--- src/rtl/sprite_plotter_if.sv ---
// Command, ROM and VGA-write signals of the sprite plotter, grouped as one bundle.
// The slave side is the plotter; the master side is the game FSM, ROM and VGA adapter.
interface sprite_plotter_if #(
    parameter int CW  = 3,
    parameter int X_W = 9,
    parameter int Y_W = 8,
    parameter int AW  = 10,
    parameter int FW  = 1
);
    logic           start;
    logic           erase;
    logic [FW-1:0]  frame;
    logic [X_W-1:0] x_pos;
    logic [Y_W-1:0] y_pos;
    logic [AW-1:0]  rom_addr;
    logic [CW-1:0]  rom_q;
    logic [X_W-1:0] x;
    logic [Y_W-1:0] y;
    logic [CW-1:0]  colour;
    logic           plot;
    logic           busy;
    logic           done;

    modport slave (
        input  start, erase, frame, x_pos, y_pos, rom_q,
        output rom_addr, x, y, colour, plot, busy, done
    );

    modport master (
        output start, erase, frame, x_pos, y_pos, rom_q,
        input  rom_addr, x, y, colour, plot, busy, done
    );
endinterface

--- src/rtl/sprite_plotter.sv ---
// Sprite rasteriser: walks one SPR_W x SPR_H frame of a synchronous ROM and emits
// one VGA-adapter pixel write per cycle, with colour keying, erase and screen clipping.
module sprite_plotter #(
    parameter int SPR_W       = 22,
    parameter int SPR_H       = 17,
    parameter int NUM_FRAMES  = 2,
    parameter int CW          = 3,
    parameter int X_W         = 9,
    parameter int Y_W         = 8,
    parameter int SCREEN_W    = 320,
    parameter int SCREEN_H    = 240,
    parameter int TRANSPARENT = 0,
    parameter int BG_COLOUR   = 0,
    parameter int AW          = $clog2(NUM_FRAMES * SPR_W * SPR_H),
    parameter int FW          = (NUM_FRAMES > 1) ? $clog2(NUM_FRAMES) : 1
) (
    input  logic            clk,
    input  logic            resetn,
    sprite_plotter_if.slave bus
);
    localparam int N     = SPR_W * SPR_H;
    localparam int COL_W = (SPR_W > 1) ? $clog2(SPR_W) : 1;
    localparam int ROW_W = (SPR_H > 1) ? $clog2(SPR_H) : 1;

    typedef enum logic [1:0] {
        S_IDLE,
        S_RUN,
        S_DRAIN,
        S_DONE
    } state_t;

    state_t state_q, state_d;

    logic [COL_W-1:0] col_q;
    logic [ROW_W-1:0] row_q;
    logic             erase_r;
    logic [X_W-1:0]   x0_r;
    logic [Y_W-1:0]   y0_r;
    logic [AW-1:0]    addr_q;
    logic [X_W-1:0]   x_q;
    logic [Y_W-1:0]   y_q;
    logic             inb_q;
    logic             pix_valid_q;

    logic             last_pix;
    logic [FW-1:0]    frame_c;
    logic [AW-1:0]    base_addr;
    logic [31:0]      x_full;
    logic [31:0]      y_full;
    logic             busy_c;
    logic             done_c;

    assign last_pix  = (col_q == COL_W'(SPR_W - 1)) && (row_q == ROW_W'(SPR_H - 1));
    assign frame_c   = (32'(bus.frame) >= 32'(NUM_FRAMES)) ? FW'(NUM_FRAMES - 1) : bus.frame;
    assign base_addr = AW'(32'(frame_c) * 32'(N));
    // Unwrapped coordinates so that origins near the wrap point clip instead of folding.
    assign x_full    = 32'(x0_r) + 32'(col_q);
    assign y_full    = 32'(y0_r) + 32'(row_q);

    always_ff @(posedge clk) begin
        if (!resetn) state_q <= S_IDLE;
        else         state_q <= state_d;
    end

    always_comb begin
        state_d = state_q;
        busy_c  = 1'b0;
        done_c  = 1'b0;
        unique case (state_q)
            S_IDLE:  if (bus.start) state_d = S_RUN;
            S_RUN: begin
                busy_c = 1'b1;
                if (last_pix) state_d = S_DRAIN;
            end
            S_DRAIN: state_d = S_DONE;
            S_DONE: begin
                done_c  = 1'b1;
                state_d = S_IDLE;
            end
            default: state_d = S_IDLE;
        endcase
    end

    always_ff @(posedge clk) begin
        if (!resetn) begin
            col_q       <= '0;
            row_q       <= '0;
            erase_r     <= 1'b0;
            x0_r        <= '0;
            y0_r        <= '0;
            addr_q      <= '0;
            x_q         <= '0;
            y_q         <= '0;
            inb_q       <= 1'b0;
            pix_valid_q <= 1'b0;
        end else begin
            pix_valid_q <= 1'b0;
            unique case (state_q)
                S_IDLE: begin
                    if (bus.start) begin
                        erase_r <= bus.erase;
                        x0_r    <= bus.x_pos;
                        y0_r    <= bus.y_pos;
                        col_q   <= '0;
                        row_q   <= '0;
                        addr_q  <= base_addr;
                    end
                end
                S_RUN: begin
                    pix_valid_q <= 1'b1;
                    x_q         <= x_full[X_W-1:0];
                    y_q         <= y_full[Y_W-1:0];
                    inb_q       <= (x_full < 32'(SCREEN_W)) && (y_full < 32'(SCREEN_H));
                    if (!last_pix) begin
                        addr_q <= addr_q + 1'b1;
                        if (col_q == COL_W'(SPR_W - 1)) begin
                            col_q <= '0;
                            row_q <= row_q + 1'b1;
                        end else begin
                            col_q <= col_q + 1'b1;
                        end
                    end
                end
                default: ;
            endcase
        end
    end

    // Colour and the key test use rom_q directly: the ROM register is the pixel stage.
    assign bus.colour   = !pix_valid_q ? '0 : (erase_r ? CW'(BG_COLOUR) : bus.rom_q);
    assign bus.plot     = pix_valid_q & inb_q & (erase_r | (bus.rom_q != CW'(TRANSPARENT)));
    assign bus.rom_addr = addr_q;
    assign bus.x        = x_q;
    assign bus.y        = y_q;
    assign bus.busy     = busy_c;
    assign bus.done     = done_c;
endmodule

--- src/flat_wrapper.sv ---
// flat-port wrapper written by rule: the top's interface ports become plain ports
module sprite_plotter_flat 
#(
    parameter int SPR_W       = 22,
    parameter int SPR_H       = 17,
    parameter int NUM_FRAMES  = 2,
    parameter int CW          = 3,
    parameter int X_W         = 9,
    parameter int Y_W         = 8,
    parameter int SCREEN_W    = 320,
    parameter int SCREEN_H    = 240,
    parameter int TRANSPARENT = 0,
    parameter int BG_COLOUR   = 0,
    parameter int AW          = $clog2(NUM_FRAMES * SPR_W * SPR_H),
    parameter int FW          = (NUM_FRAMES > 1) ? $clog2(NUM_FRAMES) : 1
)
  (clk, resetn, bus_start, bus_erase, bus_frame, bus_x_pos, bus_y_pos, bus_rom_q, bus_rom_addr, bus_x, bus_y, bus_colour, bus_plot, bus_busy, bus_done);
  sprite_plotter_if #(.CW(CW), .X_W(X_W), .Y_W(Y_W), .AW(AW), .FW(FW)) bus_i ();
  input  logic clk;
  input  logic resetn;
  input wire logic [$bits(bus_i.start)-1:0] bus_start;
  input wire logic [$bits(bus_i.erase)-1:0] bus_erase;
  input wire logic [$bits(bus_i.frame)-1:0] bus_frame;
  input wire logic [$bits(bus_i.x_pos)-1:0] bus_x_pos;
  input wire logic [$bits(bus_i.y_pos)-1:0] bus_y_pos;
  input wire logic [$bits(bus_i.rom_q)-1:0] bus_rom_q;
  output wire logic [$bits(bus_i.rom_addr)-1:0] bus_rom_addr;
  output wire logic [$bits(bus_i.x)-1:0] bus_x;
  output wire logic [$bits(bus_i.y)-1:0] bus_y;
  output wire logic [$bits(bus_i.colour)-1:0] bus_colour;
  output wire logic [$bits(bus_i.plot)-1:0] bus_plot;
  output wire logic [$bits(bus_i.busy)-1:0] bus_busy;
  output wire logic [$bits(bus_i.done)-1:0] bus_done;
  assign bus_i.start = bus_start;
  assign bus_i.erase = bus_erase;
  assign bus_i.frame = bus_frame;
  assign bus_i.x_pos = bus_x_pos;
  assign bus_i.y_pos = bus_y_pos;
  assign bus_i.rom_q = bus_rom_q;
  assign bus_rom_addr = bus_i.rom_addr;
  assign bus_x = bus_i.x;
  assign bus_y = bus_i.y;
  assign bus_colour = bus_i.colour;
  assign bus_plot = bus_i.plot;
  assign bus_busy = bus_i.busy;
  assign bus_done = bus_i.done;
  sprite_plotter #(.SPR_W(SPR_W), .SPR_H(SPR_H), .NUM_FRAMES(NUM_FRAMES), .CW(CW), .X_W(X_W), .Y_W(Y_W), .SCREEN_W(SCREEN_W), .SCREEN_H(SCREEN_H), .TRANSPARENT(TRANSPARENT), .BG_COLOUR(BG_COLOUR), .AW(AW), .FW(FW)) u_core (.clk(clk), .resetn(resetn), .bus(bus_i));
endmodule
--- config.mk ---
export PLATFORM = sky130hd
export DESIGN_NAME = sprite_plotter_flat
export DESIGN_NICKNAME = d
export VERILOG_FILES = /design/src/rtl/sprite_plotter_if.sv /design/src/rtl/sprite_plotter.sv /design/src/flat_wrapper.sv
export SDC_FILE = /design/constraint.sdc
export NUM_CORES = 1
export LEC_CHECK = 0
export CORE_UTILIZATION = 45
export DETAILED_ROUTE_END_ITERATION = 16
export MAX_ROUTING_LAYER = met4
export PLACE_DENSITY = 0.7
export SLEW_MARGIN = 5
export SYNTH_ARGS = -nofsm -noshare
export SYNTH_HDL_FRONTEND = slang
export SYNTH_SLANG_ARGS = --single-unit
--- constraint.sdc ---
create_clock -name clk -period 3.5 [get_ports clk]
set_input_delay 0.525 -clock clk [delete_from_list [all_inputs] [get_ports clk]]
set_output_delay 0.525 -clock clk [all_outputs]
set_load 0.01 [all_outputs]
==> impl_results.md, run 1 <==
- Synth area leaders: dfxtp_1, ha_1, nand2_1
- CTS tree: done
- Data arrival, critical path: 2.71 ns
- Largest net degree at the start of global routing: 27
- TritonCTS Sinks: 59
- Gate Count Post-Synth: 365
- Syn_area_per_cell: 8.48 um2
- Tot GR Track Use: 0.229
- Die H: 84.9 um
- Worst hold start: u_core.x0_r[0]$_SDFFE_PN0P_
- Drt wl/cell: 14.5 um
- Yosys cell types: 54
- Tmin final: 2.48 ns
- R2R Setup Slk: 1.02 ns
- IO Port Bufs: 57
- Most frequent cell after synthesis: dfxtp_1
- Max VDD drop: 304 uV
- Slew Limit Headroom: 0.292
- GR peak layer: met2
- Failing checks: design-rule violations
- Boundary pin count: 58
- Critical R2R Launch: u_core.state_q[1]$_SDFFE_PN0P_
- Antenna violations before repair: 0
- Area share of the largest cell type after synthesis: 0.382
- First-pass GRT wire length: 12600 um
- Congestion Overflow GR: 0
- Starting density of the core: 0.476
- Layout area overhead: 25.1%
- EDFF count, synth: 0
- Leak Pwr: 1.50 nW
- Crit path capture type: flip-flop
- Asr flop ratio synth: 0
- Iter 0 DRT Violations: 128
- Worst-skew pair later-pin latency: 0.35 ns
- Num rows: 29
- Root Buffer: clkbuf_8
- H-Tree Depth: 3
- Vias per cell: 5.61
- Num CTS Buffers: 9
- DR vias: 2814
- Placed Cells: 486
- Met1 Use GR: 0.295
- Yosys warnings: 0
- Fraction of layout cells with a size suffix above 1: 0.0635
- Reg-to-Reg End: u_core.bus.rom_addr[4]$_SDFFE_PN0P_
- Syn_nets: 411
- Worst Path Required: 3.73 ns
- Post-Syn Area: 3090 um2
- Largest fanout on the critical path: 15
- Power per cell area: 654 nW/um2
- Die width: 84.9 um
- Max Clk Rate: 403 MHz
- FF-to-FF path depth: 7
- Post-synthesis sequential area ratio: 0.382
- N_diodes: 0
- DRC: 3
- Max_cap viols: 0
- End of the worst hold path: u_core.x0_r[0]$_SDFFE_PN0P_
- Routed WL: 7260 um
- Vias in the first global route: 2650
- WHS Path Cells: 2
- GP Congestion: 0.856
- Longest Clk Path Bufs: 2
- Worst Path Class, Setup: flip-flop to flip-flop
- Die area: 7210 um2
- Clock slew at reported path FFs: 0.07 ns
- Met2 Use GR: 0.340
- Final Skew: 0.0103 ns
- Drt first pass iters: 10
- Most frequent cells after synthesis: dfxtp_1, nand2_1, a21oi_1
- HPWL after detailed placement: 5170 um
- Most common flop cell mapped by yosys: dfxtp_1
- Met3 GRT Util: 0.0525
- Max Slew Vio Count: 0
- Cts-stage hold buffer count: 0
- # nets final: 466
- Antenna-violating nets left: 0
- Core area: 6490 um2
- Fill count: 583
- Final period util: 0.709
- Flops & latches, synth: 59
- Non-filler cells, final: 502
- Final hold vios: 0
- Unrepaired setup endpoints after global routing: false
- Setup bufs post-CTS: 0
- Final Setup Violations: 0
- Post-CTS resize count: 0
- Synth area leader: dfxtp_1
- Final setup TNS: 0 ns
- Status: finished, violations left
- Hold Path Class: flip-flop to flip-flop
- CP Launch Type: flip-flop
- Worst-Margin Slew: 1.06 ns
## worst max path at each step
stage | end | cells after the start | from | slack, ns
final | u_core.bus.rom_addr[4]$_SDFFE_PN0P_ | 7 | u_core.state_q[1]$_SDFFE_PN0P_ | 1.02
after global routing | u_core.bus.rom_addr[6]$_SDFFE_PN0P_ | 6 | u_core.state_q[1]$_SDFFE_PN0P_ | 0.76
after CTS | u_core.bus.rom_addr[6]$_SDFFE_PN0P_ | 6 | u_core.state_q[1]$_SDFFE_PN0P_ | 1.02
after detailed placement | u_core.bus.rom_addr[6]$_SDFFE_PN0P_ | 5 | bus_start | 0.92
after global placement | u_core.bus.rom_addr[9]$_SDFFE_PN0P_ | 6 | bus_start | 1.00
after floorplan | u_core.inb_q$_SDFFE_PN0P_ | 7 | u_core.col_q[0]$_SDFFE_PN0P_ | 1.44
## cell type report
| class | count | area [um2] | share of cell area |
|---|---|---|---|
| clock buffer | 14 | 163 | 0.0420 |
| clock inverter | 2 | 10.0 | 0.00259 |
| inverter | 12 | 45.0 | 0.0116 |
| multi-input combinational | 278 | 1780 | 0.460 |
| sequential | 59 | 1180 | 0.305 |
| tap | 77 | 96.3 | 0.0249 |
| timing repair buffer | 60 | 593 | 0.153 |
## registers in the layout (all words and copies together), names as in the netlist
| register | count |
|---|---|
| u_core.y0_r | 8 |
| u_core.bus.rom_addr | 10 |
| u_core.col_q | 5 |
| u_core.bus.x | 9 |
| u_core.x0_r | 9 |
| u_core.inb_q | 1 |
| u_core.bus.y | 8 |
| u_core.state_q | 2 |
| u_core.pix_valid_q | 1 |
| u_core.row_q | 5 |
| u_core.erase_r | 1 |
## cell usage in the layout, fill, tap and decap left out, drive strengths merged, types with 6 or more instances in the layout
cell            n
inv            12
nand3           9
nand2          56
and3            8
dfxtp          59
a211oi         11
ha             19
and2            6
nand4           7
xnor2           6
nor2           35
o21ai          16
a21oi          37
xor2           11
mux2i           9
clkbuf         14
clkdlybuf4s50  57
## worst max-delay path, cell delays in order, from the launching register on
cell and delay (ns):
dfxtp_1 0.34, inv_1 0.09, ha_1 0.49, mux2i_1 0.16
a31oi_1 0.80, nand2_1 0.21, a21oi_1 0.20, nor3_1 0.06
## cell families (layout without fill, tap and decap cells)
family / count (synthesis) / in the layout / share of synthesized area
mux: 10 / 10 / 0.0328
buf+inv: 28 / 88 / 0.0425
compound gates: 88 / 88 / 0.187
simple gates: 142 / 142 / 0.218
xor+xnor: 17 / 17 / 0.0481
flops: 59 / 59 / 0.382
fa+ha+maj: 21 / 21 / 0.0898
## layer usage
| metal | vias up | wire length [um] |
|---|---|---|
| li1 | 1409 | - |
| met1 | 1311 | 3440 |
| met2 | 79 | 3300 |
| met3 | 15 | 358 |
| met4 | 0 | 161 |
| met5 | - | 0 |
## power breakdown
part	total, W	internal, W	switching, W
registers	0.000967	0.000823	0.000144
clock network	0.000561	0.000294	0.000267
logic	0.00100	0.000447	0.000554
total	0.00253	0.00156	0.000965
## stage by stage
stage	worst slack, ns	power, W	instance area, um2	hold slack (ns)	util
floorplan	1.44	0.00163	3090	0.441	-
global placement	1.00	0.00195	3700	0.453	0.569
detailed placement	0.919	0.00198	3700	0.454	0.569
CTS	1.02	0.00255	3870	0.462	0.596
global route	0.758	0.00271	3870	0.490	0.596
finish	1.02	0.00253	3870	0.461	0.596
Note: power is estimated with default switching activity, not from simulation.
==> run 2, diff against run 1 <==
clock period = 2.31 ns   (was 3.5 ns; I/O delays follow)
==> run 2 against run 1 <==
  * The run still ends with design-rule violations left
  * Global-route usage fell by 0.95 points
  * Combinational power rose by 61%
  * Hold slack improved by 0.0037 ns
  * Register-to-register slack got worse by 0.90 ns
  * Utilization rose by 2.2 points
  * Sequential share of layout area fell by 1.1 points
  * Largest power group unchanged
  * Highest routed layer unchanged
==> impl_results.md, run 2 (synthesized netlist as in run 1, its figures left out) <==
- R2R Setup Slk: 0.12 ns
- Max VDD drop: 541 uV
- CP max stage delay: 0.63 ns
- Boundary pin count: 58
- Die area: 7210 um2
- Die width: 84.9 um
- Routed WL: 7250 um
- DP Area: 3760 um2
- Congestion Overflow GR: 0
- Drt first pass iters: 11
- Max layer used: met4
- Antenna violations before repair: 0
- Worst Path Required: 1.96 ns
- Critical Path Slowest Stage Cell: clkdlybuf4s50_1
- Max_cap viols: 0
- Vias in the first global route: 2658
- GP Congestion: 0.929
- Non-Filler Cell Area, Final: 4010 um2
- Die H: 84.9 um
- Post-CTS resize count: 0
- Antenna-violating nets left: 0
- Final Skew: 0.00946 ns
- Max Clk Rate: 450 MHz
- Longest Clk Path Bufs: 2
- Largest net degree at the start of global routing: 23
- Data arrival, critical path: 1.87 ns
- Met2 wire length: 3320 um
- H-Tree Depth: 3
- Unrepaired setup endpoints after global routing: false
- Failing checks: design-rule violations
- Layout area overhead: 29.6%
- # nets final: 475
- CTS tree: done
- Commonest non-fill, non-tap cell in the layout: dfxtp_1
- Tmin final: 2.22 ns
- CP Launch Type: flip-flop
- N_diodes: 0
- Status: finished, violations left
- First-pass GRT wire length: 12200 um
- Vias per cell: 5.56
- Num rows: 29
- Crit path capture type: output port
- Core area: 6490 um2
- Drt wl/cell: 14.2 um
- Clock slew at reported path FFs: 0.06 ns
- DR vias: 2839
- Final period util: 0.961
- Placed Cells: 495
- Cts-stage hold buffer count: 0
- Power per cell area: 1050 nW/um2
- DRC: 3
- Final setup TNS: 0 ns
- Routed length on met1: 3530 um
- Max reg flops: 10
- Max Slew Vio Count: 0
- Root Buffer: clkbuf_8
- Hold Path Class: flip-flop to flip-flop
- Non-filler cells, final: 511
- Worst-skew pair later-pin latency: 0.33 ns
- TritonCTS Sinks: 59
- Iter 0 DRT Violations: 110
- Worst Path Class, Setup: flip-flop to output port
- Tot GR Track Use: 0.220
- Worst-Margin Slew: 0.495 ns
- Leak Pwr: 1.58 nW
- HPWL after detailed placement: 5160 um
- Num CTS Buffers: 9
- Slew Limit Headroom: 0.667
- Starting density of the core: 0.476
- Final Setup Violations: 0
- CP Cell Sequence: inv_1 > ha_1 > clkdlybuf4s50_1
- Largest fanout on the critical path: 13
- Metal3 WL: 282 um
- Setup bufs post-CTS: 0
- Fraction of layout cells with a size suffix above 1: 0.0899
- Final hold vios: 0
- IO Port Bufs: 57
- Most frequent cells in the layout: dfxtp_1, clkdlybuf4s50_1, nand2_1, a21oi_1, nor2_1
==> run 2: power breakdown <==
group          internal, W  switching [W]  total [W]
clock network     0.000726       0.000407    0.00113
registers          0.00125       0.000209    0.00146
logic             0.000745       0.000863    0.00161
==> run 2: path summary, 6_finish.rpt <==
check,start,endpoint,depth (start not counted)
min,u_core.y0_r[3]$_SDFFE_PN0P_,u_core.y0_r[3]$_SDFFE_PN0P_,2
max,u_core.state_q[1]$_SDFFE_PN0P_,bus_busy,3
max reg2reg,u_core.col_q[0]$_SDFFE_PN0P_,u_core.inb_q$_SDFFE_PN0P_,7
min reg2reg,u_core.y0_r[3]$_SDFFE_PN0P_,u_core.y0_r[3]$_SDFFE_PN0P_,2
==> run 2: layout make-up <==
type                    count  area, um2
fillers                   574       2480
well taps                  77       96.3
multi-input cells         278       1780
repair buffers             69        661
clock inverters             3       67.6
clock buffers              13        179
flip-flops and latches     59       1180
inverters                  12       45.0
==> run 2: worst max-delay path: cells and delay by family (launching register included) <==
| kind | cells | cell delay, ns |
|---|---|---|
| buf+inv | 2 | 0.72 |
| fa+ha+maj | 1 | 0.47 |
| flops | 1 | 0.35 |
==> run 2: routing by layer <==
metal  GRT usage  vias up
li1            -     1423
met3      0.0564       14
met4      0.0740        0
met1       0.280     1336
met5           -        -
met2       0.340       66
==> run 2: metrics by stage <==
| stage | power, W | hold WS, ns | setup slack (ns) | util |
|---|---|---|---|---|
| 2_1_floorplan | 0.00246 | 0.441 | 0.254 | - |
| 3_3_place_gp | 0.00304 | 0.454 | 0.194 | 0.580 |
| 3_5_place_dp | 0.00308 | 0.456 | 0.140 | 0.580 |
| 4_1_cts | 0.00422 | 0.466 | 0.0970 | 0.618 |
| 5_1_grt | 0.00449 | 0.492 | 0.000375 | 0.618 |
| 6_report | 0.00420 | 0.464 | 0.0893 | 0.618 |
